**config.mk**
```make
export PLATFORM = sky130hd
export DESIGN_NAME = fifo_tx_frame_reader
export DESIGN_NICKNAME = d
export VERILOG_FILES = /design/src/rtl/fifo_tx_frame_reader.sv
export SDC_FILE = /design/constraint.sdc
export NUM_CORES = 1
export LEC_CHECK = 0
export ABC_CLOCK_PERIOD_IN_PS = 8000
export BUFFER_PORTS_ARGS = -buffer_cell sky130_fd_sc_hd__clkbuf_2
export CAP_MARGIN = 20
export CORE_ASPECT_RATIO = 0.5
export CORE_MARGIN = 4
export CORE_UTILIZATION = 62
export DETAILED_ROUTE_END_ITERATION = 6
export PLACE_DENSITY = 0.84
export SYNTH_ARGS = -nofsm -noshare
export SYNTH_HDL_FRONTEND = slang
export SYNTH_SLANG_ARGS = --single-unit
```
**constraint.sdc**
```tcl
create_clock -name rd_clk -period 8 [get_ports rd_clk]
set_input_delay 0.4 -clock rd_clk [delete_from_list [all_inputs] [get_ports rd_clk]]
set_output_delay 0.4 -clock rd_clk [all_outputs]
set_load 0.005 [all_outputs]
```
**src/rtl/fifo_tx_frame_reader.sv**
```systemverilog
// Transmit-side reader of the synchronous frame FIFO, clocked on the FIFO read clock.
// Pops {eof, byte} words (1-cycle read latency) into a 2-entry skid buffer and presents
// them to the MAC as a valid/ready byte stream. Frames start on a fill threshold or
// after a timeout. Runs that go dry mid-frame are flagged and drained. Frames longer
// than c_MAX_FRAME are truncated and drained. An inter-frame gap follows every frame.
//
// Ports:
//   rd_clk, rd_rst_n      clock, asynchronous active-low reset
//   fifo_rd_data          {eof, byte}, valid the cycle after an accepted fifo_rd_en
//   fifo_rd_empty         FIFO empty flag
//   fifo_rd_water_level   FIFO read-side fill level
//   fifo_rd_en            FIFO pop request
//   tx_data/valid/last    byte stream to the MAC, tx_ready accepts
//   underrun_err          1-cycle pulse when the FIFO runs dry mid-frame
//   oversize_err          1-cycle pulse on the truncating byte of an oversize frame
//   frame_cnt             frames sent with a good tail (wraps)
module fifo_tx_frame_reader #(
   parameter int unsigned c_DATA_WIDTH     = 8,
   parameter int unsigned c_RD_DEPTH_WIDTH = 10,
   parameter int unsigned c_START_LEVEL    = 64,
   parameter int unsigned c_START_TIMEOUT  = 255,
   parameter int unsigned c_IFG_CYCLES     = 12,
   parameter int unsigned c_MAX_FRAME      = 1518
) (
   input  logic                      rd_clk,
   input  logic                      rd_rst_n,
   input  logic [c_DATA_WIDTH:0]     fifo_rd_data,
   input  logic                      fifo_rd_empty,
   input  logic [c_RD_DEPTH_WIDTH:0] fifo_rd_water_level,
   output logic                      fifo_rd_en,
   output logic [c_DATA_WIDTH-1:0]   tx_data,
   output logic                      tx_valid,
   output logic                      tx_last,
   input  logic                      tx_ready,
   output logic                      underrun_err,
   output logic                      oversize_err,
   output logic [15:0]               frame_cnt
);

   typedef enum logic [1:0] {StIdle, StSend, StDrain, StGap} state_e;

   localparam logic [15:0] LastIdx = 16'(c_MAX_FRAME - 1);

   state_e                state_q;
   logic [c_DATA_WIDTH:0] skid_q [2];
   logic [c_DATA_WIDTH:0] skid_d [2];
   logic [1:0]            cnt_q, cnt_d, cnt_after;
   logic                  inflight_q;
   logic                  eof_fetched_q;
   logic [15:0]           byte_cnt_q, wait_cnt_q, gap_cnt_q, frame_cnt_q;

   logic       head_eof, at_limit, xfer, discard, pop, underrun;
   logic       eof_seen, rd_allowed, level_zero, start_now;
   logic [1:0] occ;

   always_comb begin
      head_eof   = skid_q[0][c_DATA_WIDTH];
      at_limit   = (byte_cnt_q == LastIdx);
      tx_valid   = (state_q == StSend) && (cnt_q != 2'd0);
      tx_data    = tx_valid ? skid_q[0][c_DATA_WIDTH-1:0] : '0;
      tx_last    = tx_valid && (head_eof || at_limit);
      xfer       = tx_valid && tx_ready;
      discard    = (state_q == StDrain) && (cnt_q != 2'd0);
      pop        = xfer || discard;
      // Dry only counts once the frame has started; before the first byte SEND just waits.
      underrun   = (state_q == StSend) && (byte_cnt_q != 16'd0) && tx_ready &&
                   (cnt_q == 2'd0) && !inflight_q;
      // An eof word landing this cycle must already block the next read, otherwise the
      // following frame's first word would be pre-loaded.
      eof_seen   = eof_fetched_q || (inflight_q && fifo_rd_data[c_DATA_WIDTH]);
      rd_allowed = ((state_q == StSend) || (state_q == StDrain)) && !eof_seen;
      occ        = cnt_q + {1'b0, inflight_q};
      fifo_rd_en = rd_allowed && !fifo_rd_empty && ((occ - {1'b0, xfer}) < 2'd2);
      underrun_err = underrun;
      oversize_err = xfer && at_limit && !head_eof;
      frame_cnt    = frame_cnt_q;
      level_zero   = (fifo_rd_water_level == '0);
      start_now    = !level_zero &&
                     ((32'(fifo_rd_water_level) >= c_START_LEVEL) ||
                      ((32'(wait_cnt_q) + 32'd1) >= c_START_TIMEOUT));
   end

   // Skid buffer: entry 0 is the head; returning read data lands behind what remains.
   always_comb begin
      skid_d    = skid_q;
      cnt_after = cnt_q - {1'b0, pop};
      if (pop) begin
         skid_d[0] = skid_q[1];
      end
      cnt_d = cnt_after;
      if (inflight_q) begin
         if (cnt_after == 2'd0) begin
            skid_d[0] = fifo_rd_data;
         end else begin
            skid_d[1] = fifo_rd_data;
         end
         cnt_d = cnt_after + 2'd1;
      end
   end

   always_ff @(posedge rd_clk or negedge rd_rst_n) begin
      if (!rd_rst_n) begin
         state_q       <= StIdle;
         skid_q[0]     <= '0;
         skid_q[1]     <= '0;
         cnt_q         <= 2'd0;
         inflight_q    <= 1'b0;
         eof_fetched_q <= 1'b0;
         byte_cnt_q    <= 16'd0;
         wait_cnt_q    <= 16'd0;
         gap_cnt_q     <= 16'd0;
         frame_cnt_q   <= 16'd0;
      end else begin
         skid_q     <= skid_d;
         cnt_q      <= cnt_d;
         inflight_q <= fifo_rd_en;
         if (inflight_q && fifo_rd_data[c_DATA_WIDTH]) begin
            eof_fetched_q <= 1'b1;
         end
         unique case (state_q)
            StIdle: begin
               if (level_zero) begin
                  wait_cnt_q <= 16'd0;
               end else if (start_now) begin
                  wait_cnt_q <= 16'd0;
                  state_q    <= StSend;
               end else begin
                  wait_cnt_q <= wait_cnt_q + 16'd1;
               end
            end
            StSend: begin
               if (xfer) begin
                  if (head_eof) begin
                     // A good eof wins even on the c_MAX_FRAME-th byte.
                     frame_cnt_q <= frame_cnt_q + 16'd1;
                     byte_cnt_q  <= 16'd0;
                     state_q     <= StGap;
                  end else if (at_limit) begin
                     byte_cnt_q <= 16'd0;
                     state_q    <= StDrain;
                  end else begin
                     byte_cnt_q <= byte_cnt_q + 16'd1;
                  end
               end else if (underrun) begin
                  byte_cnt_q <= 16'd0;
                  state_q    <= StDrain;
               end
            end
            StDrain: begin
               if (discard && head_eof) begin
                  state_q <= StGap;
               end
            end
            StGap: begin
               if ((32'(gap_cnt_q) + 32'd1) >= c_IFG_CYCLES) begin
                  gap_cnt_q     <= 16'd0;
                  eof_fetched_q <= 1'b0;
                  state_q       <= StIdle;
               end else begin
                  gap_cnt_q <= gap_cnt_q + 16'd1;
               end
            end
         endcase
      end
   end

endmodule

```
# Word-level counts from Yosys, hierarchy flattened
# Cells that the tools add are included.
totals:
  reg_bits: 88
  in_bits: 24
  output_inout_bits: 29
  elab_cells: 97
op_classes:
  addsub: 10
  magnitude_cmp: 4
  n_eq_ne: 10
  n_mux: 25
  bitwise_logic: 1
  reduce_logical: 37
op_table:
  columns: ["cell", "n"]
  rows:
  - ["$mux 16", 7]
  - ["$add 16x1->16 const B", 4]
  - ["$add 16x1->17 const B", 2]
  - ["$mux 9", 3]
  - ["$mux 18", 1]
  - ["$mux 2", 9]
  - ["$ge 17x4->1 const B", 1]
  - ["$ge 17x8->1 const B", 1]
  - ["$eq 16x11->1 const B", 1]
  - ["$logic_and 1x1->1", 16]
  - ["$reduce_bool 16->1", 1]
  - ["$ge 11x7->1 const B", 1]
  - ["$logic_not 11->1", 1]
  - ["$mux 8", 1]
  - ["$pmux 2 s4", 1]
  - ["$logic_not 2->1", 3]
  - ["$ne 2x2->1 const B", 3]
  - ["$reduce_and 6->1", 1]
  - ["$logic_not 1->1", 5]
  - ["$logic_or 1x1->1", 5]
  - ["$eq 2x2->1 const B", 2]
  - ["$ne 4x4->1 const B", 1]
  - ["$reduce_and 2->1", 2]
  - ["$reduce_bool 2->1", 2]
  - ["10 further kinds", 13]

# Logic depth before layout (Yosys ltp)
# Gate-level depths: netlist of the first run.
logic_depth:
  depth_word: 8
  mapped_depth: 12
  mapped_depth_nobuf: 10

# Worst setup path before layout of the first run
# Ideal clock, no wire load.
synth_timing:
  path_type: "register to register"
  startpoint: "register state_q[1]"
  endpoint: "register skid_q[0] (netlist bit)"
  setup_ps: 125
  arrival_time_ps: 2571
  t_required_ps: 7875
  path_slack_ps: 5304
  path_stages_with_launch: 9
  n_path_buf: 0
  period_less_slack_ps: 2696
  path_cell_list: "dfrtp_1 inv_1 ha_1 a21oi_1 nor2_2 ha_1 ha_1 nor2_1 mux2_2"
synth_between:
  elab_chain_cells: 8
  elab_cells_between_ends: 10
  classes_between: "1 x add/sub; 2 x eq/ne; 1 x bitwise; 6 x reduce/logical"
synth_rtl:
  columns: ["item", "line_no", "text"]
  rows:
  - ["start, declared", "44", "state_e state_q;"]
  - ["start signal, assigned", "103", "state_q <= StIdle;"]
  - ["start signal, assigned", "126", "state_q <= StSend;"]
  - ["start signal, assigned", "137", "state_q <= StGap;"]
  - ["$eq 2x1->1", "59", "tx_valid = (state_q == StSend) && (cnt_q != 2'd0);"]
  - ["$logic_and 1x1->1", "59", null]
  - ["$logic_and 1x1->1", "62", "xfer = tx_valid && tx_ready;"]
  - ["$logic_or 1x1->1 (*)", "64", "pop = xfer || discard;"]
  - ["$sub 2x1->2 (*)", "86", "cnt_after = cnt_q - {1'b0, pop};"]
  - ["$logic_not 2->1 (*)", "92", "if (cnt_after == 2'd0) begin"]
  - ["$not 1->1 (no source line) (*)", null, null]
  - ["$reduce_and 2->1 (no source line) (*)", null, null]
  - ["end signal, assigned", "114", "skid_q <= skid_d;"]
  - ["end, declared", "45", "logic [c_DATA_WIDTH:0] skid_q [2];"]
# Mark *: on every way between the ends. The rest lies on a longest branch, timed or not.
# A chain may end at the register's enable or synchronous reset.

# Final worst setup path of the first run
layout_timing:
  startpoint: "register state_q[1]"
  endpoint: "register skid_q[7] (netlist bit)"
# Same word-level chain as after synthesis.

==> results by group, run 1 <==
Global routing
  – Initial antenna violation count: 0
  – Largest net degree at the start of global routing: 76
  – Total gr overflow: 0
  – Global Route Usage Sum: 0.224
  – Vias in the first global route: 3670
  – First-pass GRT wire length: 17.0 mm

Worst hold path
  – Hold Crit Class: in2reg
  – Hold Path Depth: 3

Synth
  – Asr flop ratio synth: 1.00
  – Cell Area, Synth: 4720 um2
  – Register area share after synthesis: 0.467
  – Synth Flop Type: dfrtp_1
  – Syn Inst Count: 476
  – Synth cell types: 63
  – Syn Area/Cell: 9.91 um2
  – EDFF count, synth: 0
  – #FFs+latches synth: 88
  – Yosys Warn Count: 0
  – Post-Synthesis Net Count: 514

Power and ir drop
  – Pwr/cell area: 280 nW/um2
  – Power, Total: 1.50 mW
  – Worst vdd ir: 0.245 mV
  – Pleak: 2.43 nW

Critical path
  – Reg2Reg Depth: 8
  – WP buf/inv: 1
  – CP max FO: 10
  – Slowest Stage Delay on Critical Path: 0.60 ns
  – CP endpoint kind: flip-flop
  – CP Cell Sequence: inv_1 -> ha_1 -> a21oi_1 -> nor2_2 -> ha_1 -> ha_1 -> nor2_1 -> mux2_2
  – WP data arrival: 3.43 ns
  – Most common cell on crit path: ha_1
  – CP Class: reg2reg
  – Worst path top cell family by delay: simple AND/OR/NAND/NOR gates
  – Slowest cell on crit path: nor2_1
  – Levels on crit path: 8
  – Worst endpoint required time: 8.23 ns
  – CP Launch Type: flip-flop

Floorplan
  – Die Area: 9150 um2
  – Die Width: 131 um
  – Die height: 69.7 um
  – Num rows: 22
  – Effective utilization at floorplan: 0.642
  – Core Area: 7350 um2
  – I/O Pins: 53

Drt
  – Vias per cell: 5.88
  – DR vias: 3712
  – Routed WL: 9.48 mm
  – DR WL/cell: 15.0 um
  – Iteration-0 DRC count of the detailed router: 272
  – ANT nets after route: 0
  – # DRC: 0
  – First-pass DRT Iterations: 5

STA
  – RSZ-0062 raised after global routing: false
  – Setup TNS: 0 ns
  – Slew headroom: 0.387
  – Final period util: 0.400
  – Worst Skew: 0.00633 ns
  – Min Tclk post-route: 3.20 ns
  – Setup violators final: 0
  – Final Max Tran Viols: 0
  – Hold Worst Slack: 0.274 ns
  – Max Freq: 313 MHz
  – Slew @ Worst Pin: 0.919 ns
  – Final worst slack: 4.80 ns
  – Final Hold Vio Count: 0

Clock network
  – CTS tree: built
  – Clock Sinks: 88
  – Resized Gates After CTS: 0
  – Root buf cell: clkbuf_16
  – TritonCTS Buffers: 9
  – CTS Buffer Depth: 2
  – H-tree levels: 3
  – Clk_lat worst skew: 0.34 ns
  – Clock transition at path regs: 0.06 ns

Cells and area
  – ANT cells: 0
  – Syn-to-layout area delta: 13.3%
  – Fin nets: 568
  – Final std cells w/o fill: 631
  – Share of cells above drive strength 1: 0.178

Place
  – Number of placed cells counting well taps: 613
  – GPL Wtd Cong: 0.859
  – Setup WS pre-CTS: 4.86 ns
  – DP HPWL: 6.76 mm
  – Number of port buffers: 52

Job
  – Maxcap violations: 0

Run status
  – Outcome: complete, no violations
==> cell type report <==
cell class / count / area (um2)
repair buffers: 55 / 285
fillers: 524 / 2000
flip-flops and latches: 88 / 2200
inverters: 20 / 75.1
clock buffers: 9 / 225
multi-input cells: 356 / 2390
well taps: 96 / 120
clock inverters: 7 / 46.3
==> repair_timing <==
item	in CTS	in global routing
setup buffers	0	0
endpoints found under the hold margin	13	0
endpoints found under the setup margin	0	0
hold buffers	1	0
==> cells by family after synthesis <==
kind of cell / after synthesis / share of synthesized area
xor gates and xnor gates: 25 / 0.0464
and+or+nand+nor: 204 / 0.238
DFF: 88 / 0.467
buffers and inverters: 32 / 0.0263
muxes: 25 / 0.0573
AOI/OAI and AO/OA: 88 / 0.128
adders and majority gates: 14 / 0.0371
==> tightest hold or removal path: stages <==
cell	delay, ns
clkbuf_2	0.09
nand2_1	0.04
o21ai_0	0.06
==> metrics by stage <==
step                      area [um2]   util
after global placement          5060  0.688
after global routing            5350  0.727
final                           5350  0.727
after floorplan                 4720      -
after CTS                       5340  0.727
after detailed placement        5060  0.688
==> state kept, by name, summed over array words and instances (netlist names) <==
signal,flops
byte_cnt_q,16
state_q,2
cnt_q,2
skid_q,17
head_eof,1
inflight_q,1
frame_cnt,16
eof_fetched_q,1
wait_cnt_q,16
gap_cnt_q,16
==> cell usage in the layout, fill, tap and decap left out, types with 10 or more instances in the layout <==
cell,instances
nor3_1,14
xnor2_1,16
mux2_2,12
nand3_1,21
nand2_1,43
nor4_1,10
o21ai_0,29
nor2_1,30
dfrtp_1,88
inv_1,20
nand4_1,13
and3_1,14
nor2b_1,20
ha_1,14
mux2i_1,12
clkbuf_2,51
==> power breakdown <==
part	internal, mW	total (mW)	switching [mW]
Sequential	0.537	0.622	0.0851
Clock	0.210	0.381	0.171
Combinational	0.224	0.496	0.272
==> Yosys cell counts, drive strengths merged, types with 7 or more instances <==
master,count,area [um2]
and2,9,56.3
nor2,31,119
nand2,43,161
mux2,13,150
inv,20,75.1
xnor2,16,140
and3,14,87.6
o21ai,34,185
clkbuf,7,26.3
a21oi,8,40.0
nand3,22,123
nor2b,20,125
nor3,14,70.1
mux2i,12,120
nand4,14,93.8
xor2,9,78.8
dfrtp,88,2200
nor4,11,83.8
ha,14,175
==> layer usage <==
| metal | GRT usage | part of all wire | routed length [um] |
|---|---|---|---|
| met2 | 0.368 | 0.49 | 4620 |
| met4 | 0.0605 | 0.011 | 106 |
| met3 | 0.0601 | 0.043 | 404 |
| met5 | 0 | 0 | 0 |
| met1 | 0.296 | 0.46 | 4350 |
==> final timing paths <==
path                       slack, ns            end       startpoint
max                             4.80      skid_q[7]       state_q[1]
max in group asynchronous       6.42     inflight_q         rd_rst_n
min                             0.27     skid_q[12]  fifo_rd_data[3]
min reg2reg                     0.46  frame_cnt[15]    frame_cnt[15]
max reg2reg                     4.80      skid_q[7]       state_q[1]
min in group asynchronous       0.44   frame_cnt[8]         rd_rst_n
No activity file was read; power rests on OpenSTA's default activity.
==> inputs of run 2 (changes only) <==
ABC_CLOCK_PERIOD_IN_PS = 2660   (was 8000)
CORE_UTILIZATION = 53   (was 62)
PLACE_DENSITY = 0.76   (was 0.84)
clock period = 2.66 ns   (was 8 ns; I/O delays follow)
==> results by group, run 2 (same netlist as run 1, synthesis figures left out) <==
Drt
  – DR WL/cell: 15.7 um (was 15.0 um)
  – Vias per cell: 5.86 (was 5.88)
  – Iteration-0 DRC count of the detailed router: 195 (was 272)
  – ANT nets after route: 0 (unchanged)
  – # DRC: 0 (unchanged)
  – DR vias: 3825 (was 3712)
  – Routed WL: 10.2 mm (was 9.48 mm)
  – First-pass DRT Iterations: 4 (was 5)

Cells and area
  – Share of cells above drive strength 1: 0.198 (was 0.178)
  – Max reg flops: 17 (unchanged)
  – Fin nets: 575 (was 568)
  – Commonest cells after routing, fill and taps aside: 88 x dfrtp_1, 51 x clkbuf_2, 43 x nand2_1 (unchanged)
  – Post-Route Utilization: 0.657 (was 0.727)
  – Syn-to-layout area delta: 15.8% (was 13.3%)
  – ANT cells: 0 (unchanged)
  – Commonest non-fill, non-tap cell in the layout: dfrtp_1 (unchanged)
  – Biggest register: skid_q (unchanged)

Power and ir drop
  – Worst vdd ir: 0.499 mV (was 0.245 mV)
  – Pwr/cell area: 850 nW/um2 (was 280 nW/um2)
  – Net Sw Power: 1.65 mW (was 528 uW)
  – Pint: 2.99 mW (was 971 uW)
  – Clock power frac: 0.251 (was 0.254)
  – Switching portion of total power: 0.355 (was 0.352)
  – Pleak: 2.47 nW (was 2.43 nW)
  – Reg power frac: 0.402 (was 0.415)
  – Power share of the combinational group: 0.348 (was 0.331)

Floorplan
  – Die Area: 10600 um2 (was 9150 um2)
  – Num rows: 23 (was 22)
  – Die Width: 141 um (was 131 um)
  – Die height: 74.7 um (was 69.7 um)
  – Effective utilization at floorplan: 0.567 (was 0.642)
  – Core Area: 8320 um2 (was 7350 um2)
  – I/O Pins: 53 (unchanged)

Clock network
  – Clock Sinks: 88 (unchanged)
  – Clk_lat worst skew: 0.34 ns (about the same)
  – Root buf cell: clkbuf_16 (unchanged)
  – CTS Buffer Depth: 2 (unchanged)
  – CTS tree: built (unchanged)
  – Clock transition at path regs: 0.06 ns (about the same)
  – TritonCTS Buffers: 9 (unchanged)
  – H-tree levels: 3 (unchanged)

Place
  – DP HPWL: 7.15 mm (was 6.76 mm)
  – GPL Wtd Cong: 0.911 (was 0.859)
  – Number of port buffers: 52 (unchanged)
  – Setup WS pre-CTS: 0.136 ns (was 4.86 ns)

STA
  – Hold Worst Slack: 0.00845 ns (was 0.274 ns)
  – Setup violators final: 0 (unchanged)
  – Max Freq: 396 MHz (was 313 MHz)
  – Final worst slack: 0.135 ns (was 4.80 ns)
  – Final Max Tran Viols: 0 (unchanged)
  – Slew @ Worst Pin: 0.618 ns (was 0.919 ns)
  – Final period util: 0.949 (was 0.400)
  – Setup TNS: 0 ns (unchanged)
  – Min Tclk post-route: 2.52 ns (was 3.20 ns)
  – Final Hold Vio Count: 0 (unchanged)
  – Slew headroom: 0.588 (was 0.387)
  – Worst Skew: 0.00823 ns (was 0.00633 ns)

Critical path
  – WP data arrival: 2.75 ns (was 3.43 ns)
  – Worst endpoint required time: 2.89 ns (was 8.23 ns)
  – CP Launch Type: flip-flop (unchanged)
  – CP endpoint kind: flip-flop (unchanged)
  – Worst Setup SP: byte_cnt_q[9] (was state_q[1])
  – Worst r2r src: byte_cnt_q[9] (was state_q[1])
  – CP Class: reg2reg (unchanged)
  – CP max FO: 6 (was 10)

Worst hold path
  – Hold Crit Class: in2reg (unchanged)
  – Worst hold path startpoint: fifo_rd_data[4] (was fifo_rd_data[3])

Global routing
  – Total gr overflow: 0 (unchanged)
  – Largest net degree at the start of global routing: 48 (was 76)
  – Vias in the first global route: 3691 (was 3670)
  – Global Route Usage Sum: 0.204 (was 0.224)
  – First-pass GRT wire length: 17.4 mm (was 17.0 mm)
  – Initial antenna violation count: 0 (unchanged)

Job
  – Maxcap violations: 0 (unchanged)

Run status
  – Outcome: complete, no violations (unchanged)
-- run 2: worst paths after layout --
path                                 endpoint  slack, ns  cells past startpoint
worst max-delay path               state_q[1]       0.14                      7
worst min-delay path               skid_q[13]      0.008                      3
worst max register to register     state_q[1]       0.14                      7
worst min register to register  frame_cnt[15]       0.48                      1
max in group asynchronous        frame_cnt[6]       1.66                      3
min in group asynchronous          skid_q[12]       0.35                      2
-- run 2: worst max-delay path, stage by stage (launching register included) --
cell,delay [ns]
dfrtp_1,0.43
nor4_1,0.48
nand4_1,0.29
and3_1,0.30
a221oi_2,0.21
o31ai_2,0.14
a211oi_2,0.24
mux2_4,0.32
-- run 2: layout make-up --
| cell class | count | area [um2] |
|---|---|---|
| timing repair buffer | 62 | 353 |
| sequential | 88 | 2200 |
| clock buffer | 9 | 225 |
| inverter | 20 | 75.1 |
| multi-input combinational | 356 | 2420 |
| clock inverter | 6 | 46.3 |
| tap | 112 | 140 |
| fill | 669 | 2860 |
-- run 2: through the flow --
step	instances	instance area (um2)	total power [mW]
final	653	5460	4.64
after global placement	637	5150	3.38
after CTS	653	5440	4.64
after global routing	653	5460	4.96
after detailed placement	637	5150	3.44
after floorplan	476	4720	2.94
-- run 2: power by group through the flow --
stage | logic, mW | clock network [mW] | registers [mW]
2_1_floorplan | 1.13 | 0 | 1.81
3_3_place_gp | 1.51 | 0 | 1.87
3_5_place_dp | 1.56 | 0 | 1.88
4_1_cts | 1.60 | 1.18 | 1.86
5_1_grt | 1.82 | 1.23 | 1.91
6_report | 1.61 | 1.16 | 1.86
-- run 2: repair_timing --
action                     in CTS  in global routing
hold endpoints to repair       46                  0
cloned                          0                  0
hold buffers                    1                  0
setup endpoints to repair       1                  7
gates resized for setup         1                  5
buffers inserted                0                  0
-- run 2: metal layers --
metal	part of all wire	track usage	vias up
met1	0.48	0.286	1879
met3	0.049	0.0514	9
met4	0.0082	0.0479	0
met2	0.46	0.326	82
li1	-	-	1855
met5	0	0	-
